==> config.mk <==
export PLATFORM = sky130hd
export DESIGN_NAME = div_unit
export DESIGN_NICKNAME = d
export VERILOG_FILES = /design/src/rtl/div_unit.sv
export SDC_FILE = /design/constraint.sdc
export NUM_CORES = 1
export LEC_CHECK = 0
export CORE_MARGIN = 5
export CORE_UTILIZATION = 48
export DETAILED_ROUTE_END_ITERATION = 8
export PLACE_DENSITY = 0.84
export SETUP_SLACK_MARGIN = 0.5
export SLEW_MARGIN = 20
export SYNTH_ARGS = -nofsm -noshare
export SYNTH_HDL_FRONTEND = slang
export SYNTH_SLANG_ARGS = --single-unit
==> constraint.sdc <==
create_clock -name clk -period 3.8 [get_ports clk]
set_input_delay 0.38 -clock clk [delete_from_list [all_inputs] [get_ports clk]]
set_output_delay 0.38 -clock clk [all_outputs]
set_load 0.005 [all_outputs]
==> src/rtl/div_unit.sv <==
// ============================================================================
//  Module      : div_unit
//  Description : Iterative 32-bit restoring divider for the EX stage.
//                Accepts a request while start_i is high, runs one
//                shift-subtract step per clock over 32 clocks, then presents
//                {remainder, quotient} with ready_o until start_i drops.
//                annul_i cancels an in-flight division. Divide-by-zero
//                finishes early with an all-zero result.
//  Revision    : 1.0 - initial release
//
//  Configuration macro:
//    DIV_SIGNED_EN - when defined, adds signed_div_i and the sign handling
//                    (magnitude conversion at accept, result fix-up at end).
//                    When undefined, the unit is unsigned only.
//
//  Ports:
//    clk          in   1  rising-edge clock
//    rst          in   1  synchronous active-high reset
//    start_i      in   1  division request, held until ready_o is seen
//    annul_i      in   1  cancel in-flight division (pipeline flush)
//    opdata1_i    in  32  dividend
//    opdata2_i    in  32  divisor
//    signed_div_i in   1  signed division select (DIV_SIGNED_EN only)
//    result_o     out 64  {remainder[63:32], quotient[31:0]}, registered
//    ready_o      out  1  result valid, registered
// ============================================================================
`default_nettype none

module div_unit (
    input  logic        clk,
    input  logic        rst,
    input  logic        start_i,
    input  logic        annul_i,
    input  logic [31:0] opdata1_i,
    input  logic [31:0] opdata2_i,
`ifdef DIV_SIGNED_EN
    input  logic        signed_div_i,
`endif
    output logic [63:0] result_o,
    output logic        ready_o
);

    localparam logic [1:0] S_IDLE   = 2'd0;
    localparam logic [1:0] S_BYZERO = 2'd1;
    localparam logic [1:0] S_ON     = 2'd2;
    localparam logic [1:0] S_END    = 2'd3;

    localparam logic [5:0] C_LAST_STEP = 6'd32;

    logic [1:0]  state;
    logic [5:0]  cnt;
    // Partial remainder and quotient share one register:
    // part[64:32] is the running remainder, part[31:0] shifts the dividend
    // out at the top while quotient bits enter at the bottom.
    logic [64:0] part;
    logic [31:0] divisor;

    logic [31:0] mag_dividend;
    logic [31:0] mag_divisor;
    logic [33:0] trial_top;
    logic [33:0] trial_diff;
    logic [64:0] part_next;
    logic [31:0] quot_final;
    logic [31:0] rem_final;

`ifdef DIV_SIGNED_EN
    logic        neg_quot;
    logic        neg_rem;
    logic        take_neg_quot;
    logic        take_neg_rem;
`endif

    // ------------------------------------------------------------------
    // Operand conditioning and one restoring step
    // ------------------------------------------------------------------
    always_comb begin
`ifdef DIV_SIGNED_EN
        take_neg_quot = signed_div_i & (opdata1_i[31] ^ opdata2_i[31]);
        take_neg_rem  = signed_div_i & opdata1_i[31];
        mag_dividend  = (signed_div_i && opdata1_i[31]) ? (~opdata1_i + 32'd1) : opdata1_i;
        mag_divisor   = (signed_div_i && opdata2_i[31]) ? (~opdata2_i + 32'd1) : opdata2_i;
`else
        mag_dividend  = opdata1_i;
        mag_divisor   = opdata2_i;
`endif
        // Remainder shifted left by one with the next dividend bit brought
        // in; the top bit is always zero because remainder < divisor.
        trial_top  = part[64:31];
        trial_diff = trial_top - {2'b00, divisor};
        if (!trial_diff[33]) begin
            part_next = {trial_diff[32:0], part[30:0], 1'b1};
        end else begin
            part_next = {part[63:0], 1'b0};
        end

`ifdef DIV_SIGNED_EN
        quot_final = neg_quot ? (~part[31:0] + 32'd1)  : part[31:0];
        rem_final  = neg_rem  ? (~part[63:32] + 32'd1) : part[63:32];
`else
        quot_final = part[31:0];
        rem_final  = part[63:32];
`endif
    end

    // ------------------------------------------------------------------
    // Control FSM and datapath registers
    // ------------------------------------------------------------------
    always_ff @(posedge clk) begin
        if (rst) begin
            state    <= S_IDLE;
            cnt      <= 6'd0;
            part     <= 65'd0;
            divisor  <= 32'd0;
            result_o <= 64'd0;
            ready_o  <= 1'b0;
`ifdef DIV_SIGNED_EN
            neg_quot <= 1'b0;
            neg_rem  <= 1'b0;
`endif
        end else begin
            case (state)
                S_IDLE: begin
                    ready_o  <= 1'b0;
                    result_o <= 64'd0;
                    if (start_i && !annul_i) begin
                        // Operands are captured here only; later changes on
                        // the inputs cannot disturb the running division.
                        part    <= {33'd0, mag_dividend};
                        divisor <= mag_divisor;
                        cnt     <= 6'd0;
`ifdef DIV_SIGNED_EN
                        neg_quot <= take_neg_quot;
                        neg_rem  <= take_neg_rem;
`endif
                        state   <= (opdata2_i == 32'd0) ? S_BYZERO : S_ON;
                    end
                end

                S_BYZERO: begin
                    result_o <= 64'd0;
                    ready_o  <= 1'b1;
                    state    <= S_END;
                end

                S_ON: begin
                    if (annul_i || !start_i) begin
                        state    <= S_IDLE;
                        cnt      <= 6'd0;
                        ready_o  <= 1'b0;
                        result_o <= 64'd0;
                    end else if (cnt != C_LAST_STEP) begin
                        part <= part_next;
                        cnt  <= cnt + 6'd1;
                    end else begin
                        result_o <= {rem_final, quot_final};
                        ready_o  <= 1'b1;
                        state    <= S_END;
                    end
                end

                S_END: begin
                    // Result is held for as long as the requester keeps
                    // start_i high, giving a stalled EX stage time to read it.
                    if (!start_i) begin
                        state    <= S_IDLE;
                        ready_o  <= 1'b0;
                        result_o <= 64'd0;
                    end
                end

                default: begin
                    state    <= S_IDLE;
                    ready_o  <= 1'b0;
                    result_o <= 64'd0;
                end
            endcase
        end
    end

endmodule

`default_nettype wire

==> out/metrics.cfg, run 1 <==
[setup_path]
critical_path_class=flip-flop to flip-flop
start_kind=flip-flop
endpoint_kind=flip-flop
critPathSlowestCell=a2111o_1
max_stage_delay_ns=0.46
crit_required_ns=4.09
crit_fanout=22
arrival_ns=3.37
crit_path_cell_trace=inv_1 -> ha_1 -> nor2b_1 -> o2111ai_1 -> a21boi_1 -> a2111o_1 -> a31oi_2 -> o31a_4 -> xnor2_4 -> buf_6 -> mux2i_1 -> o21ai_0

[die]
die-area_mm2=0.0202
die_w_um=142
fp.dieH_um=142
core_mm2=0.0172
start_util=0.487
num_rows=48
io_pins=133

[sta]
worst_pin_slew_ns=0.903
fin_crit_sh=0.809
fmax_mhz=325
slew_viol_final=0
rsz0062_at_grt=true
max-slew-margin-rel=0.396
timing.final.hold_violations=0
finClkSkew_ns=0.0160
tns_ns=0
setup_viol=0
layout_min_cycle_time_ns=3.07

[clocking]
clk_path_buf_depth=2
clk_pin_slew_worst_paths_ns=0.07
cts_tree=yes
root_buffer=clkbuf_16
cts_buffers=17
cts-htree-levels=4
cts_sinks=170
clk_latency_ns=0.44

[run]
maxCapViolCount=0

[yosys]
synth_common_cells=dfxtp_1 (170), nor2_1 (130), nand2_1 (125)
async_reset_ff_frac=0
synth_area_per_cell_um2=8.39
ys_seq_elements=170
yosysMostFrequentCell=dfxtp_1
syn_inst=1000
synth_top_area_cell=dfxtp_1
synth-seq-area-share=0.406
netlist_area_mm2=0.00839
synth_cell_types=62
synthFlopType=dfxtp_1
synth_edf_count=0
synth_top_area_frac=0.406
synth_top_cells_by_area=dfxtp_1 (41%), mux2i_1 (6.3%), ha_1 (5.8%), nor2_1 (5.8%), a22oi_1 (5.7%)
synth_warnings=0
synth_nets=1108

[pwr]
power_density_mw_per_mm2=609
power_frac_comb=0.402
internal-power_uw=4020
swShare=0.367
p_sw_uw=2340
pwr-share-clk=0.270
power_leakage_uw=0.00387
power_frac_seq=0.328
vdd_ir_drop_max_mv=0.495

[cells_and_area]
antenna_cells=0
fillCellCount=1468
num-nets-final=1207
drive_gt1_frac=0.0576
area_delta_synth_final_pct=24.5
register_area_mm2=0.00340
final_area_mm2=0.0104
multi_input_area_mm2=0.00459

[min_path]
hold_class=flip-flop to flip-flop

[drt]
vias_per_cell=5.67
routed_wl_mm=21.7
drc_errors=0
vias=7578
routedWlPerCell_um=16.2
firstDrtPassIters=5
drtIter0Drc=517
ant_nets=0

[global_routing]
grt_max_degree=84
grt_pass1_vias=7299
antenna_found_initial=0
grt_overflow_total=0
track_usage=0.216
grt_pass1_wl_mm=36.1

[placement]
postPlaceCellArea_mm2=0.00983
portBuffers=132
dpl.hpwl_mm=15.0
gp_congestion=0.929

[status]
outcome=finished, final reports clean

## sequential cells by signal (all words and copies together) (netlist names)
register,count
cnt,6
divisor,32
part,65
ready_o,1
result_o,64
state,2
## cell families (layout without fill, tap and decap cells)
| kind of cell | Yosys count | in the layout | share of synthesized area |
|---|---|---|---|
| DFF | 170 | 170 | 0.406 |
| adders and majority gates | 40 | 40 | 0.0606 |
| muxes | 54 | 54 | 0.0649 |
| AOI/OAI and AO/OA | 278 | 278 | 0.221 |
| and+or+nand+nor | 317 | 317 | 0.160 |
| buffers and inverters | 108 | 220 | 0.0524 |
| xor gates and xnor gates | 33 | 33 | 0.0354 |
## worst max-delay path: cells and delay by family (launching register included)
family,cells,cell delay [ns]
xor gates and xnor gates,1,0.13
AOI/OAI and AO/OA,6,1.48
adders and majority gates,1,0.25
muxes,1,0.23
and+or+nand+nor,1,0.14
buffers and inverters,2,0.33
DFF,1,0.37
## per-layer routing
layer,track usage,wire length [um],vias to the layer above
met4,0.0702,507,0
met5,0,0,-
met1,0.272,9130,3558
met2,0.350,10100,265
met3,0.0712,1940,39
li1,-,-,3716
## through the flow
stage / setup slack, ns / std cells / total power [uW] / util / hold slack, ns
2_1_floorplan: 0.989 / 1000 / 4130 / - / 0.436
3_3_place_gp: 0.777 / 1303 / 4560 / 0.570 / 0.443
3_5_place_dp: 0.637 / 1303 / 4600 / 0.570 / 0.448
4_1_cts: 0.595 / 1335 / 6330 / 0.604 / 0.458
5_1_grt: 0.481 / 1337 / 6750 / 0.606 / 0.468
6_report: 0.726 / 1337 / 6360 / 0.606 / 0.456
## power groups by stage
| stage | clock network (uW) | registers (uW) | logic [uW] |
|---|---|---|---|
| floorplan | 0 | 2080 | 2050 |
| global placement | 0 | 2110 | 2450 |
| detailed placement | 0 | 2120 | 2480 |
| CTS | 1740 | 2080 | 2500 |
| global route | 1830 | 2110 | 2820 |
| finish | 1720 | 2080 | 2560 |
## path summary, 6_finish.rpt
check              start     endpoint  slack [ns]  cells past startpoint
max           divisor[1]     part[40]        0.73                     12
max reg2reg   divisor[1]     part[40]        0.73                     12
min          divisor[14]  divisor[14]        0.46                      2
min reg2reg  divisor[14]  divisor[14]        0.46                      2
## cell type report
| class | instances | area share |
|---|---|---|
| inverter | 42 | 0.0151 |
| timing repair buffer | 146 | 0.137 |
| tap | 225 | 0.0270 |
| clock buffer | 17 | 0.0407 |
| multi-input combinational | 722 | 0.439 |
| clock inverter | 15 | 0.0151 |
| sequential | 170 | 0.326 |
## placed cells by master, fill, tap and decap left out, drive strengths merged, types with 8 or more instances in the layout
cell type,instances
clkbuf,17
inv,49
a21oi,66
dfxtp,170
a22oi,64
nor2b,8
nand3,10
clkdlybuf4s50,131
buf,15
a21o,15
nor2,130
mux2i,54
a211oi,36
o21ai,51
ha,39
xor2,13
nand4,10
xnor2,20
nand2,126
## timing repair
action,CTS,global route
resized for setup,0,4
setup buffers,0,2
setup endpoints to repair,0,24
hold buffers,0,0
hold endpoints to repair,0,0
(Power assumes the default switching activity.)
==> run 2, diff against run 1 <==
- PLACE_DENSITY: 0.84 -> 0.86
- clock period: 3.8 -> 2.5 ns (I/O delays scaled with it)
==> run 2 against run 1 <==
The flow now finishes with violations (setup timing). Hold slack got worse by 0.40 ns. Count of clock-buffer cells in the layout rose by 2. Worst setup slack lost 1.2 ns. Largest cell class unchanged.
==> out/metrics.cfg, run 2 (same netlist as run 1, synthesis figures left out) <==
[min_path]
whs_endpoint=divisor[31]  ; was divisor[14]
holdPathStages=2  ; unchanged
min-delay-start=rst  ; was divisor[14]
hold_class=input pin to flip-flop  ; was flip-flop to flip-flop

[drt]
routed_wl_mm=25.9  ; was 21.7 mm
firstDrtPassIters=6  ; was 5
drtIter0Drc=638  ; was 517
vias=8305  ; was 7578
routedWlPerCell_um=18.1  ; was 16.2 um
ant_nets=0  ; unchanged
drc_errors=0  ; unchanged
vias_per_cell=5.81  ; was 5.67

[clocking]
clk_path_buf_depth=2  ; unchanged
cts_tree=yes  ; unchanged
cts_sinks=170  ; unchanged
hold_buffers=0  ; unchanged
cts_buffers=17  ; unchanged
clk_pin_slew_worst_paths_ns=0.07  ; about the same
root_buffer=clkbuf_16  ; unchanged
cts-htree-levels=4  ; unchanged
clk_latency_ns=0.45  ; was 0.44 ns

[setup_path]
crit_start=divisor[12]  ; was divisor[1]
start_kind=flip-flop  ; unchanged
r2r_setup_slack_ns=-0.44  ; was 0.73 ns
worstRegToRegCells=13  ; was 12
reg2reg_from=divisor[12]  ; was divisor[1]
crit_fanout=9  ; was 22
critical_path_class=flip-flop to flip-flop  ; unchanged
r2r-end=part[42]  ; was part[40]
crit_required_ns=2.80  ; was 4.09 ns
endpoint_kind=flip-flop  ; unchanged
arrival_ns=3.24  ; was 3.37 ns

[sta]
fmax_mhz=340  ; was 325 MHz
timing.final.hold_violations=0  ; unchanged
tns_ns=-9.29  ; was 0 ns
finClkSkew_ns=0.0126  ; was 0.0160 ns
hold_slack_ns=0.0608  ; was 0.456 ns
max-slew-margin-rel=0.501  ; was 0.396
rsz0062_at_grt=true  ; unchanged
fin_ws_ns=-0.443  ; was 0.726 ns
setup_viol=34  ; was 0
layout_min_cycle_time_ns=2.94  ; was 3.07 ns
fin_crit_sh=1.18  ; was 0.809
worst_pin_slew_ns=0.748  ; was 0.903 ns
slew_viol_final=0  ; unchanged

[run]
maxCapViolCount=0  ; unchanged

[die]
io_pins=133  ; unchanged
num_rows=48  ; unchanged
start_util=0.487  ; unchanged
core_mm2=0.0172  ; unchanged
die_w_um=142  ; unchanged
fp.dieH_um=142  ; unchanged
die-area_mm2=0.0202  ; unchanged

[placement]
dpl.hpwl_mm=16.7  ; was 15.0 mm
gp_congestion=0.897  ; was 0.929
postPlaceCellArea_mm2=0.0106  ; was 0.00983 mm^2
portBuffers=132  ; unchanged

[cells_and_area]
register_area_mm2=0.00342  ; was 0.00340 mm^2
final_area_mm2=0.0117  ; was 0.0104 mm^2
mostFrequentLayoutCells=dfxtp_1 (159), clkdlybuf4s50_1 (131), nor2_1 (125)  ; was dfxtp_1 (170), clkdlybuf4s50_1 (131), nor2_1 (129)
reg_top3=part: 65 flops, result_o: 64 flops, divisor: 32 flops  ; unchanged
largest-register=part  ; unchanged
num-nets-final=1300  ; was 1207
area_delta_synth_final_pct=39.5  ; was 24.5%
drive_gt1_frac=0.186  ; was 0.0576
finish.utilization=0.679  ; was 0.606
fillCellCount=1292  ; was 1468
multi_input_area_mm2=0.00495  ; was 0.00459 mm^2
largest_reg_flops=65  ; unchanged
final_common_cell=dfxtp_1  ; unchanged
antenna_cells=0  ; unchanged

[status]
outcome=complete, but fails checks  ; was finished, final reports clean
violations=setup timing

[pwr]
internal-power_uw=7110  ; was 4020 uW
p_sw_uw=4200  ; was 2340 uW
power_leakage_uw=0.00444  ; was 0.00387 uW
power_density_mw_per_mm2=967  ; was 609 mW/mm^2
p_total_uw=11300  ; was 6360 uW
swShare=0.371  ; was 0.367
power_frac_comb=0.481  ; was 0.402
vdd_ir_drop_max_mv=0.883  ; was 0.495 mV
pwr-share-clk=0.238  ; was 0.270
power_frac_seq=0.281  ; was 0.328

[global_routing]
grtUsageMet3=0.0733  ; was 0.0712
grt_pass1_vias=8172  ; was 7299
grt_overflow_total=0  ; unchanged
grt_max_degree=74  ; was 84
antenna_found_initial=1  ; was 0
grt_busiest_layer=met2  ; unchanged
grtUsageMet1=0.283  ; was 0.272
grt_pass1_wl_mm=39.8  ; was 36.1 mm
grtUsageMet2=0.413  ; was 0.350
track_usage=0.241  ; was 0.216

[run 2: changes by cell type in the layout (fill, tap and decap cells not counted), moves of 13 or more]
cell / before / now
buf_4: 13 / 94
o21ai_1: 16 / 32
ha_4: 0 / 13
ha_1: 38 / 25
o21ai_0: 33 / 16
[run 2: layout make-up]
class / count / share of cell area
Inverter: 42 / 0.0135
Clock buffer: 19 / 0.0379
Sequential cell: 170 / 0.292
Multi-Input combinational cell: 722 / 0.423
Timing Repair Buffer: 239 / 0.196
Clock inverter: 13 / 0.0127
Tap cell: 225 / 0.0241
[run 2: timing repair]
action                                  CTS  global route
pin swaps                                19            21
buffers inserted                          4             6
endpoints found under the setup margin  120           133
resized for setup                        36            42
cloned                                    2             2
[run 2: routing by layer]
layer | part of all wire | wire (um) | up-vias
met5 | 0.00046 | 12 | -
met4 | 0.035 | 901 | 2
met3 | 0.076 | 1960 | 85
met2 | 0.50 | 12900 | 360
met1 | 0.39 | 10100 | 3959
li1 | - | - | 3899
[run 2: power by group through the flow]
stage | Clock (uW) | Combinational, uW | Sequential (uW)
floorplan | 0 | 3270 | 3170
global placement | 0 | 4290 | 3200
detailed placement | 0 | 4400 | 3220
CTS | 2700 | 4810 | 3170
global route | 2840 | 5800 | 3210
finish | 2700 | 5440 | 3180
[run 2: critical path, stage by stage (launching register included)]
cell and delay [ns]:
dfxtp_2 0.36, inv_2 0.06, ha_4 0.28, nor2_2 0.04, o31a_1 0.29, o21a_1 0.22
o21ai_2 0.19, a31oi_4 0.11, o31a_4 0.32, xnor2_4 0.18, buf_12 0.16, clkbuf_16 0.18
mux2i_1 0.26, o21ai_0 0.13
[run 2: worst max-delay path by stage]
stage | end | slack (ns) | depth (start not counted)
CTS | part[34] | -0.21 | 12
detailed placement | part[63] | -0.27 | 12
finish | part[42] | -0.44 | 13
global route | part[42] | -0.48 | 13
floorplan | part[64] | -0.12 | 13
global placement | part[62] | -0.20 | 13
[run 2: stage by stage]
step	setup WS, ns	std cells
floorplan	-0.125	1000
global placement	-0.203	1384
detailed placement	-0.272	1384
CTS	-0.209	1422
global route	-0.479	1430
finish	-0.443	1430
